`src/rtl/div_unit_if.sv`:
```
// Issue and writeback signals between the execute stage and the iterative divider.
interface div_unit_if #(
    parameter int unsigned XLEN = 32
) ();
    logic              start;
    logic [1:0]        op;
    logic [XLEN-1:0]   rs1_val;
    logic [XLEN-1:0]   rs2_val;
    logic [4:0]        rd;
    logic              kill;
    logic              busy;
    logic              wb_we;
    logic [4:0]        wb_addr;
    logic [XLEN-1:0]   wb_data;

    modport master (
        output start, op, rs1_val, rs2_val, rd, kill,
        input  busy, wb_we, wb_addr, wb_data
    );

    modport slave (
        input  start, op, rs1_val, rs2_val, rd, kill,
        output busy, wb_we, wb_addr, wb_data
    );
endinterface

```
`src/rtl/div_unit.sv`:
```
// Iterative restoring divider for RISC-V DIV/DIVU/REM/REMU with register-file writeback.
module div_unit #(
    parameter int unsigned XLEN = 32
) (
    input  logic       clk,
    input  logic       reset,
    div_unit_if.slave  bus
);
    localparam int unsigned CNT_W = (XLEN > 1) ? $clog2(XLEN) : 1;
    localparam logic [XLEN-1:0] SMIN = {1'b1, {(XLEN-1){1'b0}}};

    typedef enum logic [1:0] {S_IDLE, S_CALC, S_DONE} state_t;

    state_t            r_state;
    state_t            w_next_state;
    logic              w_accept;
    logic              w_enter_done;

    logic              r_sel_rem;
    logic [4:0]        r_rd;
    logic [XLEN:0]     r_rem;
    logic [XLEN-1:0]   r_quo;
    logic [XLEN-1:0]   r_dvs;
    logic              r_neg_q;
    logic              r_neg_r;
    logic [CNT_W-1:0]  r_cnt;

    logic              r_busy;
    logic              r_wb_we;
    logic [4:0]        r_wb_addr;
    logic [XLEN-1:0]   r_wb_data;

    logic              w_signed;
    logic              w_s1;
    logic              w_s2;
    logic [XLEN-1:0]   w_mag1;
    logic [XLEN-1:0]   w_mag2;
    logic              w_div0;
    logic              w_ovf;
    logic              w_special;
    logic [XLEN-1:0]   w_spec_data;

    logic [XLEN:0]     w_shift;
    logic              w_ge;
    logic [XLEN:0]     w_rem_nxt;
    logic [XLEN-1:0]   w_quo_nxt;
    logic              w_last;
    logic [XLEN-1:0]   w_fix_q;
    logic [XLEN-1:0]   w_fix_r;
    logic [XLEN-1:0]   w_calc_data;

    logic [4:0]        w_fin_rd;
    logic [XLEN-1:0]   w_fin_data;

    // Operand decode at issue: magnitudes, sign flags and the two special cases.
    always_comb begin
        w_signed    = ~bus.op[0];
        w_s1        = w_signed & bus.rs1_val[XLEN-1];
        w_s2        = w_signed & bus.rs2_val[XLEN-1];
        w_mag1      = w_s1 ? (-bus.rs1_val) : bus.rs1_val;
        w_mag2      = w_s2 ? (-bus.rs2_val) : bus.rs2_val;
        w_div0      = (bus.rs2_val == '0);
        w_ovf       = w_signed && (bus.rs1_val == SMIN) && (bus.rs2_val == '1);
        w_special   = w_div0 | w_ovf;
        w_spec_data = '0;
        if (w_div0) begin
            w_spec_data = bus.op[1] ? bus.rs1_val : '1;
        end else begin
            w_spec_data = bus.op[1] ? '0 : SMIN;
        end
    end

    // One shift-subtract step plus sign fix-up of the final values.
    always_comb begin
        w_shift     = (XLEN+1)'({r_rem, r_quo[XLEN-1]});
        w_ge        = (w_shift >= {1'b0, r_dvs});
        w_rem_nxt   = w_ge ? (w_shift - {1'b0, r_dvs}) : w_shift;
        w_quo_nxt   = {r_quo[XLEN-2:0], w_ge};
        w_last      = (r_cnt == CNT_W'(XLEN-1));
        w_fix_q     = r_neg_q ? (-w_quo_nxt) : w_quo_nxt;
        w_fix_r     = r_neg_r ? (-XLEN'(w_rem_nxt)) : XLEN'(w_rem_nxt);
        w_calc_data = r_sel_rem ? w_fix_r : w_fix_q;
        w_fin_rd    = (r_state == S_IDLE) ? bus.rd : r_rd;
        w_fin_data  = (r_state == S_IDLE) ? w_spec_data : w_calc_data;
    end

    // Next-state logic.
    always_comb begin
        w_next_state = r_state;
        w_accept     = 1'b0;
        w_enter_done = 1'b0;
        case (r_state)
            S_IDLE: begin
                if (bus.start && !bus.kill) begin
                    w_accept = 1'b1;
                    if (w_special) begin
                        w_next_state = S_DONE;
                        w_enter_done = 1'b1;
                    end else begin
                        w_next_state = S_CALC;
                    end
                end
            end
            S_CALC: begin
                if (bus.kill) begin
                    w_next_state = S_IDLE;
                end else if (w_last) begin
                    w_next_state = S_DONE;
                    w_enter_done = 1'b1;
                end
            end
            S_DONE:  w_next_state = S_IDLE;
            default: w_next_state = S_IDLE;
        endcase
    end

    // State register.
    always_ff @(posedge clk) begin
        if (reset) begin
            r_state <= S_IDLE;
        end else begin
            r_state <= w_next_state;
        end
    end

    // Operand capture and iteration datapath.
    always_ff @(posedge clk) begin
        if (reset) begin
            r_sel_rem <= 1'b0;
            r_rd      <= '0;
            r_rem     <= '0;
            r_quo     <= '0;
            r_dvs     <= '0;
            r_neg_q   <= 1'b0;
            r_neg_r   <= 1'b0;
            r_cnt     <= '0;
        end else if (w_accept) begin
            r_sel_rem <= bus.op[1];
            r_rd      <= bus.rd;
            r_rem     <= '0;
            r_quo     <= w_mag1;
            r_dvs     <= w_mag2;
            r_neg_q   <= w_s1 ^ w_s2;
            r_neg_r   <= w_s1;
            r_cnt     <= '0;
        end else if (r_state == S_CALC) begin
            r_rem     <= w_rem_nxt;
            r_quo     <= w_quo_nxt;
            r_cnt     <= r_cnt + CNT_W'(1);
        end
    end

    // Registered busy flag and writeback port; data/address hold until the next completion.
    always_ff @(posedge clk) begin
        if (reset) begin
            r_busy    <= 1'b0;
            r_wb_we   <= 1'b0;
            r_wb_addr <= '0;
            r_wb_data <= '0;
        end else begin
            r_busy  <= (w_next_state != S_IDLE);
            r_wb_we <= 1'b0;
            if (w_enter_done) begin
                r_wb_we   <= (w_fin_rd != 5'd0);
                r_wb_addr <= w_fin_rd;
                r_wb_data <= w_fin_data;
            end
        end
    end

    assign bus.busy    = r_busy;
    assign bus.wb_we   = r_wb_we;
    assign bus.wb_addr = r_wb_addr;
    assign bus.wb_data = r_wb_data;
endmodule

```
`src/flat_wrapper.sv`:
```
// flat-port wrapper written by rule: the top's interface ports become plain ports
module div_unit_flat 
#(
    parameter int unsigned XLEN = 32
)
  (clk, reset, bus_start, bus_op, bus_rs1_val, bus_rs2_val, bus_rd, bus_kill, bus_busy, bus_wb_we, bus_wb_addr, bus_wb_data);
  div_unit_if #(.XLEN(XLEN)) bus_i ();
  input  logic clk;
  input  logic reset;
  input wire logic [$bits(bus_i.start)-1:0] bus_start;
  input wire logic [$bits(bus_i.op)-1:0] bus_op;
  input wire logic [$bits(bus_i.rs1_val)-1:0] bus_rs1_val;
  input wire logic [$bits(bus_i.rs2_val)-1:0] bus_rs2_val;
  input wire logic [$bits(bus_i.rd)-1:0] bus_rd;
  input wire logic [$bits(bus_i.kill)-1:0] bus_kill;
  output wire logic [$bits(bus_i.busy)-1:0] bus_busy;
  output wire logic [$bits(bus_i.wb_we)-1:0] bus_wb_we;
  output wire logic [$bits(bus_i.wb_addr)-1:0] bus_wb_addr;
  output wire logic [$bits(bus_i.wb_data)-1:0] bus_wb_data;
  assign bus_i.start = bus_start;
  assign bus_i.op = bus_op;
  assign bus_i.rs1_val = bus_rs1_val;
  assign bus_i.rs2_val = bus_rs2_val;
  assign bus_i.rd = bus_rd;
  assign bus_i.kill = bus_kill;
  assign bus_busy = bus_i.busy;
  assign bus_wb_we = bus_i.wb_we;
  assign bus_wb_addr = bus_i.wb_addr;
  assign bus_wb_data = bus_i.wb_data;
  div_unit #(.XLEN(XLEN)) u_core (.clk(clk), .reset(reset), .bus(bus_i));
endmodule
```
`config.mk`:
```
export PLATFORM = sky130hd
export DESIGN_NAME = div_unit_flat
export DESIGN_NICKNAME = d
export VERILOG_FILES = /design/src/rtl/div_unit_if.sv /design/src/rtl/div_unit.sv /design/src/flat_wrapper.sv
export SDC_FILE = /design/constraint.sdc
export NUM_CORES = 1
export LEC_CHECK = 0
export BUFFER_PORTS_ARGS = -buffer_cell sky130_fd_sc_hd__buf_2
export CAP_MARGIN = 20
export CELL_PAD_IN_SITES_DETAIL_PLACEMENT = 0
export CELL_PAD_IN_SITES_GLOBAL_PLACEMENT = 1
export CORE_MARGIN = 4
export CORE_UTILIZATION = 45
export CTS_BUF_LIST = sky130_fd_sc_hd__clkbuf_8
export DETAILED_ROUTE_END_ITERATION = 12
export PLACE_DENSITY_LB_ADDON = 0.1
export SETUP_SLACK_MARGIN = 0.4
export SYNTH_ARGS = -nofsm -noshare
export SYNTH_HDL_FRONTEND = slang
export SYNTH_SLANG_ARGS = --single-unit
export TNS_END_PERCENT = 10
```
`constraint.sdc`:
```
create_clock -name clk -period 6.2 [get_ports clk]
set_input_delay 0.62 -clock clk [delete_from_list [all_inputs] [get_ports clk]]
set_output_delay 0.62 -clock clk [all_outputs]
set_load 0.005 [all_outputs]
```
### After elaboration in Yosys (flattened, before gate mapping)

Cells that the tools add are included.

| cells by class | value |
|---|---|
| add/subtract/negate cells | 6 |
| magnitude comparators | 1 |
| eq/ne operators | 4 |
| multiplexer cells | 25 |
| bitwise logic cells | 6 |
| reductions and logical operators | 11 |

Operators by type and width:

| kind | number |
|---|---|
| 32-bit 2-to-1 mux | 12 |
| 32-bit negation | 4 |
| 32-bit == test (second input constant) | 2 |
| 33-bit by 32-bit >= comparator with 1-bit output | 1 |
| 32-bit zero test | 1 |
| 32-bit subtractor | 1 |
| 2-bit 2-to-1 mux | 4 |
| 1-bit 2-to-1 mux | 6 |
| 5-bit by 1-bit adder with 5-bit output (second input constant) | 1 |
| 5-bit == test (second input constant) | 1 |
| 5-bit 2-to-1 mux | 1 |
| 5-bit nonzero test | 1 |
| 2-bit case mux with 2 select lines | 1 |
| 2-bit nonzero test | 2 |
| 2-bit OR reduction | 2 |
| 1-bit logical AND | 3 |
| 1-bit bitwise AND | 2 |
| 2-bit by 1-bit == test with 1-bit output (second input constant) | 1 |
| 2-bit zero test | 1 |
| 1-bit NOT | 2 |
| 1-bit case mux with 2 select lines | 1 |
| 1-bit zero test | 1 |
| 1-bit bitwise OR | 1 |
| 1-bit bitwise XOR | 1 |

| storage, ports and cells | value |
|---|---|
| flip-flop bits (word level) | 150 |
| bits of input ports | 75 |
| output and inout bits | 39 |
| word-level logic and storage cells | 66 |

### Longest topological paths before layout

| logic depth | value |
|---|---|
| depth after elaboration | 9 |
| mapped depth | 24 |
| depth with buffers taken out | 19 |

### Least setup slack after synthesis

OpenSTA, ideal clock, no wires.

| timing path | value |
|---|---|
| kind | register -> register |
| start point | register u_core.r_dvs[10] |
| end point | register u_core.r_wb_data[30] (netlist: u_core.bus.wb_data[30]) |
| setup time | 95 ps |
| arrival time | 5221 ps |
| data required time | 6105 ps |
| setup slack | 883 ps |
| stages on the path, launching flop included | 24 |
| buffers on the path | 5 |
| clock period less this slack | 5317 ps |
| cell sequence | dfxtp_1 > inv_1 > ha_1 > clkbuf_1 > nand2_1 > nor4_4 > o211ai_2 > a311o_2 > nand2_4 > clkbuf_1 > buf_2 > buf_2 > clkbuf_1 > nand2_1 > o21ai_0 > ha_1 > nand2_1 > nor3_1 > nor4bb_1 > a41oi_1 > nor4_1 > a41o_1 > xor2_1 > a221oi_1 |

| on the way | value |
|---|---|
| word-level cells in the longest chain between the ends | 6 |
| elaborated cells between the ends (all ways) | 9 |
| classes of those cells | add/sub (3); order compare (1); mux (5) |

Ends and longest elaborated chain:

| item | line | RTL |
|---|---|---|
| start, declared | div_unit.sv:23 | `logic [XLEN-1:0] r_dvs;` |
| start signal, assigned | div_unit.sv:142 | `r_dvs <= w_mag2;` |
| 32-bit subtractor or 33-bit by 32-bit >= comparator with 1-bit output (tied branches) | div_unit.sv:77, div_unit.sv:76 |  |
| 32-bit 2-to-1 mux | div_unit.sv:77 | `w_rem_nxt = w_ge ? (w_shift - {1'b0, r_dvs}) : w_shift;` |
| 32-bit negation | div_unit.sv:81 | `w_fix_r = r_neg_r ? (-XLEN'(w_rem_nxt)) : XLEN'(w_rem_nxt);` |
| 32-bit 2-to-1 mux | div_unit.sv:81 |  |
| 32-bit 2-to-1 mux (*) | div_unit.sv:82 | `w_calc_data = r_sel_rem ? w_fix_r : w_fix_q;` |
| 32-bit 2-to-1 mux (*) | div_unit.sv:84 | `w_fin_data = (r_state == S_IDLE) ? w_spec_data : w_calc_data;` |
| end signal, assigned | div_unit.sv:166 | `r_wb_data <= w_fin_data;` |
| end, declared | div_unit.sv:31 | `logic [XLEN-1:0] r_wb_data;` |

Mark *: on every way between the ends. The rest lies on a longest branch, timed or not.
A chain may end at the register's enable or synchronous reset.

### Worst setup path in the final report

| timing path | value |
|---|---|
| start point | register u_core.r_dvs[25] |
| end point | register u_core.r_wb_data[30] (netlist: u_core.bus.wb_data[30]) |

The elaborated chain is that of the path after synthesis.

==> results.toml <==
[synth]
netlist_top_cells_area = "dfxtp_1 26%, nor2_1 6.6%, nand2_1 6.4%"
synth_cells = 1608
synth_area_mm2 = 0.0116
yosys.area.top_type = "dfxtp_1"
syn_avg_cell_area_um2 = 7.22
yosysUniqueCellTypes = 79
synth_top_area_share = 0.259
ys_warn_count = 0
synth_most_common_cell = "nor2_1"
ys_seq_area_frac = 0.259
async_reset_ff_frac = 0
syn-num-nets = 1723
synthTopCellsByCount = "205 x nor2_1, 198 x nand2_1, 150 x dfxtp_1"
synth_edf_count = 0
ys_ff_latch = 150
ys.flop_type = "dfxtp_1"

[sta]
clock_skew_ns = 0.0239
timing.final.crit_share = 0.862
rsz0062_at_grt = "false"
drv_slew = 0
fmax_mhz = 187
setup_ws_ns = 0.855
finalSetupTns_ns = 0
finalHoldViolations = 0
tightest_slew_ns = 1.04
max_slew_margin = 0.308
finalSetupViolations = 0
min_period_ns = 5.35
whs_ns = 0.389

[critical_path]
critPathArrivalTime_ns = 5.73
crit_path_max_incr_delay_ns = 0.57
cp-start-kind = "register"
crit_path_max_fanout = 15
cp.required_ns = 6.59
crit_path_end = "u_core.bus.wb_data[30]"
slowest_stage = "nor4_1"
r2r_cells = 19
r2r_slack_ns = 0.85
worstSetupStartpoint = "u_core.r_dvs[25]"
reg2reg_to = "u_core.bus.wb_data[30]"
crit_chain = "inv_1 > ha_1 > nand4_1 > nor4_1 > a21oi_1 > o221a_2 > nand2_4 > mux2i_1 > ha_1 > inv_1 > nor4b_1 > nand2_1 > nor3_1 > a41oi_1 > buf_4 > nor4_2 > a41o_1 > xor2_1 > a221oi_1"
crit_path_end_kind = "register"
critPathKind = "register to register"
regToRegStartpoint = "u_core.r_dvs[25]"

[floorplan]
num_rows = 58
start_util = 0.459
ios = 114
die_y_um = 169
die_area_mm2 = 0.0284
coreArea_mm2 = 0.0253
die_w_um = 169

[pwr]
powerDensity_mw_per_mm2 = 250
ir_worst_vdd_v = 0.000140
p_sw_mw = 1.41
comb_power_share = 0.432
p_int_mw = 1.78
leakagePower_nw = 4.71
p_seq_frac = 0.334
clkPwrFrac = 0.234
p_sw_frac = 0.443

[job]
cap_violations = 0

[clock_network]
cts.path.max_buffers = 2
htree_num_levels = 4
cts_tree = "yes"
clk_pin_slew_ns = 0.10
numCtsBuffers = 17
cts_sinks = 150
clkLatencyLatePin_ns = 0.49
clock-root-buffer = "clkbuf_8"

[drt]
viasPerCell = 6.13
drtIter0Drc = 1145
drc = 0
num_vias = 12300
ant_nets = 0
wl_per_cell_um = 20.8
wl_mm = 41.6
dr.pass1.iters = 7

[final_layout]
fillers = 2593
antennaDiodeCount = 0
area_growth_pct = 9.89
drive_above_1_share = 0.116
nets = 1777

[run_status]
status = "completed"

[grt]
grt_max_degree = 82
grt_use_total = 0.285
gr-total-overflow = 0
antenna_found_initial = 0
grt_pass1_wl_mm = 64.8
grt_pass1_vias = 11300

[min_path]
hp-class = "primary input to register"
hold_path_depth = 3

[placed_design]
portBuffers = 113
place_ws_ns = 0.822
globalplace.congestion = 0.938
place_hpwl_mm = 31.1
logic make-up after synthesis:
logic type	synth area share
simple gates	0.238
compound gates	0.290
buf+inv	0.0507
flops	0.259
xor+xnor	0.0959
fa+ha+maj	0.0438
mux	0.0229
layout by cell type (no fill, tap or decap), types with 5 or more instances in the layout:
| master | Yosys | final |
|---|---|---|
| a211oi_1 | 61 | 61 |
| a21o_1 | 14 | 14 |
| a21oi_1 | 117 | 117 |
| a221oi_1 | 6 | 6 |
| a311oi_1 | 42 | 42 |
| a31oi_1 | 22 | 22 |
| and2_1 | 7 | 7 |
| and3_1 | 12 | 12 |
| buf_2 | 6 | 113 |
| buf_4 | 0 | 20 |
| clkbuf_8 | 0 | 19 |
| clkinv_4 | 0 | 5 |
| dfxtp_1 | 150 | 150 |
| ha_1 | 39 | 39 |
| inv_1 | 52 | 54 |
| mux2i_1 | 22 | 22 |
| nand2_1 | 198 | 198 |
| nand2b_1 | 15 | 15 |
| nand3_1 | 18 | 18 |
| nand4_1 | 25 | 25 |
| nor2_1 | 205 | 204 |
| nor3_1 | 44 | 44 |
| nor4_1 | 17 | 16 |
| o211ai_1 | 20 | 20 |
| o21a_1 | 9 | 9 |
| o21ai_0 | 117 | 117 |
| o31ai_1 | 29 | 29 |
| o41ai_1 | 12 | 12 |
| or3_1 | 17 | 17 |
| or4_1 | 10 | 10 |
| xnor2_1 | 74 | 74 |
| xor2_1 | 53 | 53 |
layout make-up:
class,count,area (µm²),share of cell area
inverters,56,213,0.0167
repair buffers,133,716,0.0561
clock inverters,13,100,0.00785
clock buffers,19,262,0.0205
multi-input cells,1304,8040,0.631
well taps,330,413,0.0324
flip-flops and latches,150,3000,0.236
state kept, by name, indices dropped and copies added (netlist names), 2 cells and up:
register,count
u_core.bus.wb_data,32
u_core.r_dvs,32
u_core.r_quo,32
u_core.r_rem,32
u_core.bus.wb_addr,5
u_core.r_cnt,5
u_core.r_rd,5
u_core.r_state,2
worst min-delay path by stage:
stage,start,endpoint
6_report,bus_rd[0],u_core.r_rd[0]
2_1_floorplan,u_core.r_dvs[21],u_core.r_dvs[21]
3_3_place_gp,u_core.r_dvs[21],u_core.r_dvs[21]
3_5_place_dp,u_core.bus.wb_data[4],u_core.bus.wb_data[4]
4_1_cts,bus_rd[0],u_core.r_rd[0]
5_1_grt,bus_rd[0],u_core.r_rd[0]
power by group through the flow:
stage          clock network, mW  logic (mW)  registers (mW)
2_1_floorplan                  0       0.969            1.07
3_3_place_gp                   0        1.36            1.09
3_5_place_dp                   0        1.35            1.09
4_1_cts                    0.750        1.36            1.07
5_1_grt                    0.786        1.50            1.07
6_report                   0.745        1.38            1.07
worst max-delay path: cells and delay by family, from the launching register on:
family,cells,cell delay (ns)
AOI/OAI and AO/OA,5,1.16
muxes,1,0.31
adders and majority gates,2,0.80
xor gates and xnor gates,1,0.07
and+or+nand+nor,7,2.23
DFF,1,0.35
buffers and inverters,3,0.32
metrics by stage:
stage	util	cell area [µm²]	std cells	power, mW
2_1_floorplan	-	11600	1608	2.03
3_3_place_gp	0.490	12400	1973	2.44
3_5_place_dp	0.490	12400	1973	2.44
4_1_cts	0.505	12700	2005	3.17
5_1_grt	0.505	12700	2005	3.36
6_report	0.505	12700	2005	3.19
layer usage:
layer  part of all wire  GRT usage
met5                  0          0
met4              0.020     0.0741
met3              0.068     0.0458
met2               0.45      0.445
met1               0.46      0.410
repair_timing:
| item | CTS | global route |
|---|---|---|
| hold buffers | 0 | 0 |
| buffers inserted | 0 | 0 |
| gates resized for setup | 0 | 1 |
| endpoints found under the setup margin | 0 | 2 |
Power figures use the tool's default switching activity.
